$ cat src/rtl/conv3x3_engine_pkg.sv
// Shared types and constants for the 3x3 convolution engine.
//   state_t     : control FSM encoding
//   MAC_LATENCY : cycles from window-valid to out_valid
//   NUM_TAPS    : weights per kernel, index k = 3*r + c
package conv3x3_engine_pkg;

  typedef enum logic [1:0] {
    ST_IDLE  = 2'd0,
    ST_RUN   = 2'd1,
    ST_FLUSH = 2'd2,
    ST_DONE  = 2'd3
  } state_t;

  localparam int         MAC_LATENCY = 4;
  localparam int         NUM_TAPS    = 9;
  localparam int         NUM_ROWS    = 3;
  localparam logic [3:0] LAST_TAP    = 4'd8;

  // Row 0 is the oldest window row (win2); column 0 sits in the pixel MSBs.
  function automatic int tap_idx(int r, int c);
    return 3 * r + c;
  endfunction

endpackage

$ cat src/rtl/conv3x3_engine_if.sv
// Line-buffer FIFO read port as seen by the convolution engine.
//   win2/win1/win0 : three window rows, three pixels each (column 0 in MSBs)
//   fifo_cnt       : FIFO occupancy
//   fifo_empty     : FIFO empty flag
//   fifo_ren       : read strobe from the engine
// master = engine side, slave = FIFO side.
interface conv3x3_engine_if #(
  parameter int WIDTH    = 8,
  parameter int ADDR_BIT = 5
);
  logic [3*WIDTH-1:0] win2;
  logic [3*WIDTH-1:0] win1;
  logic [3*WIDTH-1:0] win0;
  logic [ADDR_BIT:0]  fifo_cnt;
  logic               fifo_empty;
  logic               fifo_ren;

  modport master (
    output fifo_ren,
    input  win2, win1, win0, fifo_cnt, fifo_empty
  );

  modport slave (
    input  fifo_ren,
    output win2, win1, win0, fifo_cnt, fifo_empty
  );
endinterface

$ cat src/rtl/conv3x3_engine_mac.sv
// Four-stage signed MAC datapath for one 3x3 window per cycle.
//   stage 1: nine pixel*weight products
//   stage 2: per-row sums
//   stage 3: bias + row sums
//   stage 4: ReLU, arithmetic shift, saturate to OUT_WIDTH
// Ports: clk, rst, win_vld + win2/1/0 (window), wgt (packed taps), bias,
//        out_data/out_valid (result), pipe_busy (any window still in flight
//        ahead of the output register).
module conv3x3_engine_mac
  import conv3x3_engine_pkg::*;
#(
  parameter int WIDTH     = 8,
  parameter int WGT_WIDTH = 8,
  parameter int ACC_WIDTH = 20,
  parameter int OUT_WIDTH = 8,
  parameter int SHIFT     = 0
) (
  input  logic                                clk,
  input  logic                                rst,
  input  logic                                win_vld,
  input  logic [3*WIDTH-1:0]                  win2,
  input  logic [3*WIDTH-1:0]                  win1,
  input  logic [3*WIDTH-1:0]                  win0,
  input  logic [NUM_TAPS-1:0][WGT_WIDTH-1:0]  wgt,
  input  logic signed [ACC_WIDTH-1:0]         bias,
  output logic [OUT_WIDTH-1:0]                out_data,
  output logic                                out_valid,
  output logic                                pipe_busy
);

  localparam int PW = WIDTH + WGT_WIDTH + 1;
  localparam logic signed [ACC_WIDTH-1:0] OUT_MAX =
    {{(ACC_WIDTH-OUT_WIDTH){1'b0}}, {OUT_WIDTH{1'b1}}};

  logic [NUM_TAPS-1:0][WIDTH-1:0] pix;
  logic signed [PW-1:0]        prod_d [NUM_TAPS];
  logic signed [PW-1:0]        prod_q [NUM_TAPS];
  logic signed [ACC_WIDTH-1:0] row_d  [NUM_ROWS];
  logic signed [ACC_WIDTH-1:0] row_q  [NUM_ROWS];
  logic signed [ACC_WIDTH-1:0] sum_d;
  logic signed [ACC_WIDTH-1:0] sum_q;
  logic signed [ACC_WIDTH-1:0] shifted;
  logic [OUT_WIDTH-1:0]        res_d;
  // vld[0]: products, vld[1]: row sums, vld[2]: biased sum
  logic [MAC_LATENCY-2:0]      vld;

  always_comb begin
    pix = '0;
    for (int c = 0; c < 3; c++) begin
      pix[tap_idx(0, c)] = win2[(2-c)*WIDTH +: WIDTH];
      pix[tap_idx(1, c)] = win1[(2-c)*WIDTH +: WIDTH];
      pix[tap_idx(2, c)] = win0[(2-c)*WIDTH +: WIDTH];
    end
  end

  // Pixels are unsigned: a zero MSB makes them safe signed operands.
  always_comb begin
    for (int k = 0; k < NUM_TAPS; k++) begin
      prod_d[k] = PW'($signed({1'b0, pix[k]})) * PW'($signed(wgt[k]));
    end
  end

  always_comb begin
    for (int r = 0; r < NUM_ROWS; r++) begin
      row_d[r] = ACC_WIDTH'(prod_q[tap_idx(r, 0)])
               + ACC_WIDTH'(prod_q[tap_idx(r, 1)])
               + ACC_WIDTH'(prod_q[tap_idx(r, 2)]);
    end
  end

  assign sum_d = bias + row_q[0] + row_q[1] + row_q[2];

  always_comb begin
    shifted = sum_q >>> SHIFT;
    res_d   = shifted[OUT_WIDTH-1:0];
    if (sum_q[ACC_WIDTH-1]) begin
      res_d = '0;
    end else if (shifted > OUT_MAX) begin
      res_d = '1;
    end
  end

  // Data registers only load with a valid token so out_data holds between results.
  always_ff @(posedge clk or posedge rst) begin
    if (rst) begin
      vld       <= '0;
      out_valid <= 1'b0;
      out_data  <= '0;
      sum_q     <= '0;
      for (int k = 0; k < NUM_TAPS; k++) prod_q[k] <= '0;
      for (int r = 0; r < NUM_ROWS; r++) row_q[r] <= '0;
    end else begin
      vld       <= {vld[MAC_LATENCY-3:0], win_vld};
      out_valid <= vld[MAC_LATENCY-2];
      if (win_vld) prod_q   <= prod_d;
      if (vld[0])  row_q    <= row_d;
      if (vld[1])  sum_q    <= sum_d;
      if (vld[2])  out_data <= res_d;
    end
  end

  assign pipe_busy = win_vld | (|vld);

endmodule

$ cat src/rtl/conv3x3_engine.sv
// 3x3 convolution engine: reads windows from the line-buffer FIFO, drops
// row-wrap windows and streams results from a pipelined MAC.
//   clk, rst              : clock, async active-high reset
//   start, row_len, n_rows: map control (start honoured in IDLE only)
//   w_wen, w_addr, w_data : weight writes, ignored while busy
//   bias                  : signed bias
//   fifo                  : FIFO read port (master side)
//   out_data, out_valid   : result stream, no back-pressure
//   busy, done            : busy in RUN/FLUSH, done pulses one cycle at end
//
// state | meaning
// IDLE  | waiting for start
// RUN   | issuing FIFO reads until every window of the map is read
// FLUSH | reads finished, draining the MAC pipeline
// DONE  | one-cycle done pulse
module conv3x3_engine
  import conv3x3_engine_pkg::*;
#(
  parameter int WIDTH     = 8,
  parameter int ADDR_BIT  = 5,
  parameter int WGT_WIDTH = 8,
  parameter int ACC_WIDTH = 20,
  parameter int OUT_WIDTH = 8,
  parameter int SHIFT     = 0
) (
  input  logic                 clk,
  input  logic                 rst,
  input  logic                 start,
  input  logic [ADDR_BIT-1:0]  row_len,
  input  logic [ADDR_BIT-1:0]  n_rows,
  input  logic                 w_wen,
  input  logic [3:0]           w_addr,
  input  logic [WGT_WIDTH-1:0] w_data,
  input  logic [ACC_WIDTH-1:0] bias,
  conv3x3_engine_if.master     fifo,
  output logic [OUT_WIDTH-1:0] out_data,
  output logic                 out_valid,
  output logic                 busy,
  output logic                 done
);

  localparam int CW = 2 * ADDR_BIT;

  state_t                            state, state_nx;
  logic [ADDR_BIT-1:0]               col;
  logic [CW-1:0]                     rd_cnt;
  logic [CW-1:0]                     total;
  logic [ADDR_BIT+1:0]               need;
  logic                              dims_ok, col_ok, full_ok, ren, last_rd;
  logic                              win_vld, pipe_busy;
  logic [NUM_TAPS-1:0][WGT_WIDTH-1:0] wgt;

  assign dims_ok = (row_len >= ADDR_BIT'(3)) && (n_rows >= ADDR_BIT'(3));
  assign total   = CW'(n_rows - ADDR_BIT'(2)) * CW'(row_len) - CW'(2);
  assign last_rd = (rd_cnt == total - CW'(1));

  // A kept window needs two full rows plus three pixels behind it; the compare
  // runs one bit wider than fifo_cnt so 2*row_len+3 cannot overflow.
  assign need    = {1'b0, row_len, 1'b0} + (ADDR_BIT+2)'(3);
  assign full_ok = ({1'b0, fifo.fifo_cnt} >= need);
  assign col_ok  = (col <= row_len - ADDR_BIT'(3));

  // Wrap windows are discarded, so they only need something to pop.
  assign ren = (state == ST_RUN) && !fifo.fifo_empty && (col_ok ? full_ok : 1'b1);
  assign fifo.fifo_ren = ren;

  always_ff @(posedge clk or posedge rst) begin
    if (rst) state <= ST_IDLE;
    else     state <= state_nx;
  end

  always_comb begin
    state_nx = state;
    busy     = 1'b0;
    done     = 1'b0;
    case (state)
      ST_IDLE: begin
        if (start) state_nx = dims_ok ? ST_RUN : ST_DONE;
      end
      ST_RUN: begin
        busy = 1'b1;
        if (ren && last_rd) state_nx = ST_FLUSH;
      end
      ST_FLUSH: begin
        busy = 1'b1;
        if (!pipe_busy) state_nx = ST_DONE;
      end
      ST_DONE: begin
        done     = 1'b1;
        state_nx = ST_IDLE;
      end
      default: state_nx = ST_IDLE;
    endcase
  end

  always_ff @(posedge clk or posedge rst) begin
    if (rst) begin
      col     <= '0;
      rd_cnt  <= '0;
      win_vld <= 1'b0;
    end else begin
      // FIFO registers the window one cycle after ren, aligned with win_vld.
      win_vld <= ren & col_ok;
      if (state == ST_IDLE && start) begin
        col    <= '0;
        rd_cnt <= '0;
      end else if (ren) begin
        col    <= (col == row_len - ADDR_BIT'(1)) ? '0 : col + ADDR_BIT'(1);
        rd_cnt <= rd_cnt + CW'(1);
      end
    end
  end

  always_ff @(posedge clk or posedge rst) begin
    if (rst) begin
      wgt <= '0;
    end else if (w_wen && !busy && (w_addr <= LAST_TAP)) begin
      wgt[w_addr] <= w_data;
    end
  end

  conv3x3_engine_mac #(
    .WIDTH     (WIDTH),
    .WGT_WIDTH (WGT_WIDTH),
    .ACC_WIDTH (ACC_WIDTH),
    .OUT_WIDTH (OUT_WIDTH),
    .SHIFT     (SHIFT)
  ) u_mac (
    .clk       (clk),
    .rst       (rst),
    .win_vld   (win_vld),
    .win2      (fifo.win2),
    .win1      (fifo.win1),
    .win0      (fifo.win0),
    .wgt       (wgt),
    .bias      (bias),
    .out_data  (out_data),
    .out_valid (out_valid),
    .pipe_busy (pipe_busy)
  );

endmodule

$ cat src/flat_wrapper.sv
// flat-port wrapper written by rule: the top's interface ports become plain ports
module conv3x3_engine_flat import conv3x3_engine_pkg::*;
#(
  parameter int WIDTH     = 8,
  parameter int ADDR_BIT  = 5,
  parameter int WGT_WIDTH = 8,
  parameter int ACC_WIDTH = 20,
  parameter int OUT_WIDTH = 8,
  parameter int SHIFT     = 0
)
  (clk, rst, start, row_len, n_rows, w_wen, w_addr, w_data, bias, out_data, out_valid, busy, done, fifo_fifo_ren, fifo_win2, fifo_win1, fifo_win0, fifo_fifo_cnt, fifo_fifo_empty);
  conv3x3_engine_if #(.WIDTH(WIDTH), .ADDR_BIT(ADDR_BIT)) fifo_i ();
  input  logic clk;
  input  logic rst;
  input  logic start;
  input  logic [ADDR_BIT-1:0] row_len;
  input  logic [ADDR_BIT-1:0] n_rows;
  input  logic w_wen;
  input  logic [3:0] w_addr;
  input  logic [WGT_WIDTH-1:0] w_data;
  input  logic [ACC_WIDTH-1:0] bias;
  output logic [OUT_WIDTH-1:0] out_data;
  output logic out_valid;
  output logic busy;
  output logic done;
  output wire logic [$bits(fifo_i.fifo_ren)-1:0] fifo_fifo_ren;
  input wire logic [$bits(fifo_i.win2)-1:0] fifo_win2;
  input wire logic [$bits(fifo_i.win1)-1:0] fifo_win1;
  input wire logic [$bits(fifo_i.win0)-1:0] fifo_win0;
  input wire logic [$bits(fifo_i.fifo_cnt)-1:0] fifo_fifo_cnt;
  input wire logic [$bits(fifo_i.fifo_empty)-1:0] fifo_fifo_empty;
  assign fifo_fifo_ren = fifo_i.fifo_ren;
  assign fifo_i.win2 = fifo_win2;
  assign fifo_i.win1 = fifo_win1;
  assign fifo_i.win0 = fifo_win0;
  assign fifo_i.fifo_cnt = fifo_fifo_cnt;
  assign fifo_i.fifo_empty = fifo_fifo_empty;
  conv3x3_engine #(.WIDTH(WIDTH), .ADDR_BIT(ADDR_BIT), .WGT_WIDTH(WGT_WIDTH), .ACC_WIDTH(ACC_WIDTH), .OUT_WIDTH(OUT_WIDTH), .SHIFT(SHIFT)) u_core (.clk(clk), .rst(rst), .start(start), .row_len(row_len), .n_rows(n_rows), .w_wen(w_wen), .w_addr(w_addr), .w_data(w_data), .bias(bias), .fifo(fifo_i), .out_data(out_data), .out_valid(out_valid), .busy(busy), .done(done));
endmodule
$ cat config.mk
export PLATFORM = sky130hd
export DESIGN_NAME = conv3x3_engine_flat
export DESIGN_NICKNAME = d
export VERILOG_FILES = /design/src/rtl/conv3x3_engine_pkg.sv /design/src/rtl/conv3x3_engine_if.sv /design/src/rtl/conv3x3_engine_mac.sv /design/src/rtl/conv3x3_engine.sv /design/src/flat_wrapper.sv
export SDC_FILE = /design/constraint.sdc
export NUM_CORES = 2
export LEC_CHECK = 0
export ABC_CLOCK_PERIOD_IN_PS = 33000
export BUFFER_PORTS_ARGS = -buffer_cell sky130_fd_sc_hd__buf_2
export CELL_PAD_IN_SITES_DETAIL_PLACEMENT = 0
export CELL_PAD_IN_SITES_GLOBAL_PLACEMENT = 1
export CORE_MARGIN = 2
export CORE_UTILIZATION = 54
export DETAILED_ROUTE_END_ITERATION = 10
export PLACE_DENSITY = 0.82
export SKIP_CTS_REPAIR_TIMING = 1
export SLEW_MARGIN = 20
export SYNTH_ARGS = -nofsm -noshare
export SYNTH_HDL_FRONTEND = slang
export SYNTH_SLANG_ARGS = --single-unit
$ cat constraint.sdc
create_clock -name clk -period 33 [get_ports clk]
set_clock_uncertainty 0.15 [all_clocks]
set_input_delay 6.6 -clock clk [delete_from_list [all_inputs] [get_ports clk]]
set_output_delay 6.6 -clock clk [all_outputs]
set_load 0.05 [all_outputs]
## Word-level counts from Yosys, hierarchy flattened

Index checks and enable logic that the tools add are counted.
Widths: inputs -> output; s select.

| storage, ports and cells | value |
|---|---|
| register bits after elaboration | 335 |
| input port bits | 125 |
| output and inout bits | 12 |
| logic and storage cells | 107 |

| cells by class | value |
|---|---|
| add/subtract/negate cells | 17 |
| $mul | 10 |
| order comparisons | 8 |
| equality and inequality tests | 8 |
| multiplexer cells | 18 |
| bitwise logic cells | 2 |
| reductions and logical operators | 15 |

Operator list:

| cell | count |
|---|---|
| $mul 9x8->17 | 9 |
| $bwmux 72 | 1 |
| $add 20x20->20 | 3 |
| $add 18x17->19 | 3 |
| $add 17x17->18 | 3 |
| $demux 8 s4 | 1 |
| $mux 8 | 3 |
| $gt 20x9->1 const B | 1 |
| $mux 10 | 2 |
| $mux 5 | 3 |
| $add 10x1->10 const B | 1 |
| $eq 10x10->1 | 1 |
| $ge 5x2->1 const B | 2 |
| $mul 10x5->10 | 1 |
| $sub 10x1->10 const B | 1 |
| $sub 10x2->10 const B | 1 |
| $logic_and 1x1->1 | 8 |
| $mux 2 | 4 |
| $pmux 2 s4 | 1 |
| $add 6x2->7 const B | 1 |
| $ge 6x7->1 | 1 |
| $ne 2x2->1 const B | 3 |
| $sub 5x2->6 const B | 1 |
| $add 5x1->5 const B | 1 |
| 18 further kinds | 22 |

## Longest topological paths before layout

| depth | value |
|---|---|
| depth in word-level cells | 8 |
| mapped depth | 18 |
| mapped depth without buffers | 18 |

## By module

A second synthesis with hierarchy kept.

| second synthesis, totals | value |
|---|---|
| cell total of the unflattened synthesis | 4007 |
| area, all modules | 39355.2 µm² |

By module, submodules not included:

| module | instances | cells each | area each (µm²) |
|---|---|---|---|
| conv3x3_engine_mac | 1 | 3520 | 33913.8 |
| conv3x3_engine | 1 | 487 | 5441.5 |

## Least setup slack after synthesis

OpenSTA, ideal clock, no wires.

| timing path | value |
|---|---|
| path kind | input to output |
| from | input row_len[3] |
| to | output fifo_fifo_ren |
| arrival time | 8.724 ns |
| slack | 17.526 ns |
| cell stages on the path | 11 |
| path buffers | 3 |
| path through | clkbuf_1 clkbuf_1 nand3_1 xor2_1 ha_1 a2111oi_0 o21ai_1 nand3_1 a21boi_1 inv_2 buf_2 |

| between the ends | value |
|---|---|
| cells in the longest elaborated chain, start to end | 4 |
| elaborated cells between the ends (all ways) | 6 |
| classes of those cells | add/sub (2); order compare (2); mux (1); reduce/logical (1) |

RTL lines:

| element | line | source |
|---|---|---|
| start, declared | flat_wrapper.sv:16 | `input logic [ADDR_BIT-1:0] row_len;` |
| $add 6x2->7 or $sub 5x2->5 (tied branches) | conv3x3_engine.sv:59, conv3x3_engine.sv:61 |  |
| $ge 6x7->1 or $le 5x5->1 (tied branches) | conv3x3_engine.sv:60, conv3x3_engine.sv:61 |  |
| $mux 1 * | conv3x3_engine.sv:64 | `assign ren = (state == ST_RUN) && !fifo.fifo_empty && (col_ok ? full_ok : 1'b1);` |
| $logic_and 1x1->1 * | conv3x3_engine.sv:64 |  |
| end, declared | flat_wrapper.sv:26 | `output wire logic [$bits(fifo_i.fifo_ren)-1:0] fifo_fifo_ren;` |

Mark *: on every way between the ends. The rest lies on a longest branch, timed or not.

## Final worst setup path

| timing path | value |
|---|---|
| from | input row_len[0] |
| to | output fifo_fifo_ren |

Same word-level chain as after synthesis.

==> run metrics <==
clk root buf clkbuf_16; Num CTS Buffers 42; area leader, netlist fa_1; share of the yosys chip area belonging to registers approximately 22%; status complete, no violations; Vias/cell ~5.4; reg-to-reg endpoint u_core.u_mac.prod_q[14]; GRT Total Usage 25.0%; slew margin rel. between 30% and 40%; Worst Hold Launch u_core.u_mac.out_data[5]; total gr overflow 0; largest net degree at the start of global routing 147; Cells after Synth between 3000 and 4000; Synth Net Count just under 5000; H-tree depth 2; critical path fanouts, max 16; max cap viols 0; RSZ-0062 raised after global routing no; CTS tree built; Total Neg Setup Slack 0 ps; Avg WL per Cell roughly 18 um; largest family of logic cells by synthesized area adder cells; row count 97; count of different cell masters after synthesis around 80; mux contribution to synthesized area between 6 and 7%; Final setup viols 0; Worst Hold Class reg -> reg; Final nets between 5000 and 6000; Post-Synth Adder-Cell Area between 30% and 40%; area delta synth->final 8.15%; number of flops mapped to enable cells by yosys 0; fmax 63.7 MHz; YS warnings 0; # DRC 0; synthesized flop and latch total between 300 and 400; Synth top area share between 20% and 30%; clock sink count 332; Post-Synth Simple-Gate Area around 14%; Crit path required time roughly 26000 ps; arrival time worst endpoint around 9000 ps; Most used DFF post-synth dfrtp_1; TritonRoute pass-1 iters 5; Final Hold Vio Count 0; fillers around 6300; Clock Path Buffers 3; Starting Density 54.6%; worst hold slack around 350 ps; Slew @ Worst Pin around 950 ps; later-pin clock latency in the skew report around 580 ps; post-synthesis compound-gate area fraction approximately 8.8%; antenna-violating nets left 0; post-synthesis xor/xnor area fraction between 3 and 4%; CP Launch Point row_len[0]; period utilization a little under half; R2R Setup Slk between 20000 and 30000 ps; CTS clk-pin slew, worst paths 60 ps; Pins Over Slew Limit 0; Die H 270 um; number of I/O pins 137; fraction of registers with async set/reset 100%; vias in the first global route ~28000; count of cells along the worst hold path 1; Crit. End Element output port; CORE AREA 70100 um^2; Setup crit start kind input pin; crit path to fifo_fifo_ren; Worst R2R Path Depth 15; largest cells by area after synthesis fa_1, dfrtp_1, ha_1; port buffer count between 100 and 150; post-synthesis area per instance between 10 and 15 um^2; commonest non-fill, non-tap cell in the layout inv_1; Routed Wire Length between 80 and 90 mm; gpl congestion 0.848; WS Path Type in -> out; area of the mapped netlist between 30000 and 40000 um^2; initial antenna violation count 13; r2r startpoint u_core.wgt[71]; first-pass GRT wire length around 150 mm; Vias about 27000; die width 270 um; Final min period 15710 ps; most frequent cells in the layout inv_1, ha_1, fa_1; ratio of cells with drive above 1 in the final layout a little over a tenth; drt initial violations about 1400; full die area ~73000 um^2; HPWL after DPL ~69 mm
worst min-delay path by stage:
stage / endpoint / slack, ps
after floorplan: u_core.u_mac.out_valid / 200
after global placement: u_core.u_mac.shifted[10] / 320
after detailed placement: u_core.u_mac.shifted[10] / 340
after CTS: u_core.u_mac.shifted[10] / 350
after global routing: u_core.u_mac.shifted[10] / 370
final: u_core.u_mac.out_data[5] / 350
routing by layer:
layer  track usage [%]  up-vias  share of wire, %
met2              39.9      445                46
li1                  -    12800                 -
met4              6.70       12               2.6
met1              35.5    13300                47
met5                 0        -             0.091
met3              4.11      115               4.6
cell type report:
class	count	area (um^2)	share of cell area [%]
inverters	556	2090	5.05
multi-input cells	2866	27700	66.7
well taps	940	1180	2.84
clock buffers	60	1230	2.97
flip-flops and latches	332	8310	20.1
repair buffers	143	746	1.80
clock inverters	16	223	0.537
diodes	5	12.5	0.0302
worst max-delay path, cell delays in order:
cell	delay, ps
buf_2	170
ha_1	250
xnor2_1	210
ha_1	280
a2111oi_0	360
o21ai_1	120
nand3_1	100
a21boi_1	360
inv_2	220
buf_2	260
through the flow:
stage,utilization [%],cells,setup slack (ps),instance area (um^2)
final,59.1,4918,17290,41500
after CTS,59.1,4913,17280,41400
after global placement,57.0,4837,17270,40000
after detailed placement,57.0,4837,17280,40000
after floorplan,-,3825,17050,38300
after global routing,59.1,4916,17040,41500
flip-flops by register name, summed over array words and instances (netlist names), 2 cells and up:
name,flops
u_core.u_mac.row_q,57
u_core.col,5
u_core.u_mac.prod_q,153
u_core.u_mac.vld,3
u_core.rd_cnt,10
u_core.u_mac.shifted,20
u_core.u_mac.out_data,8
u_core.wgt,72
u_core.state,2
cell usage after synthesis (all sizes together) (33+ instances only):
master  instances
nand2         309
nor2          155
inv           555
and2          299
a21o           57
nand3          33
ha            494
fa            443
xnor2         141
dfrtp         332
o21a           45
nor3           49
nand2b         72
clkbuf         58
a21oi         135
o21ai         103
mux2          216
a211oi         39
cells by family (layout without fill, tap and decap cells):
family,Yosys count,count (layout)
AO/OA/AOI/OAI,508,508
XOR/XNOR,172,172
adder cells (fa/ha/maj),937,937
buffers and inverters,627,775
flip-flops,332,332
multiplexers,222,222
other,0,5
AND/OR/NAND/NOR,1027,1027
Power is not shown: default switching activity piles up to over one toggle a cycle in this logic, so the estimate is an artifact.
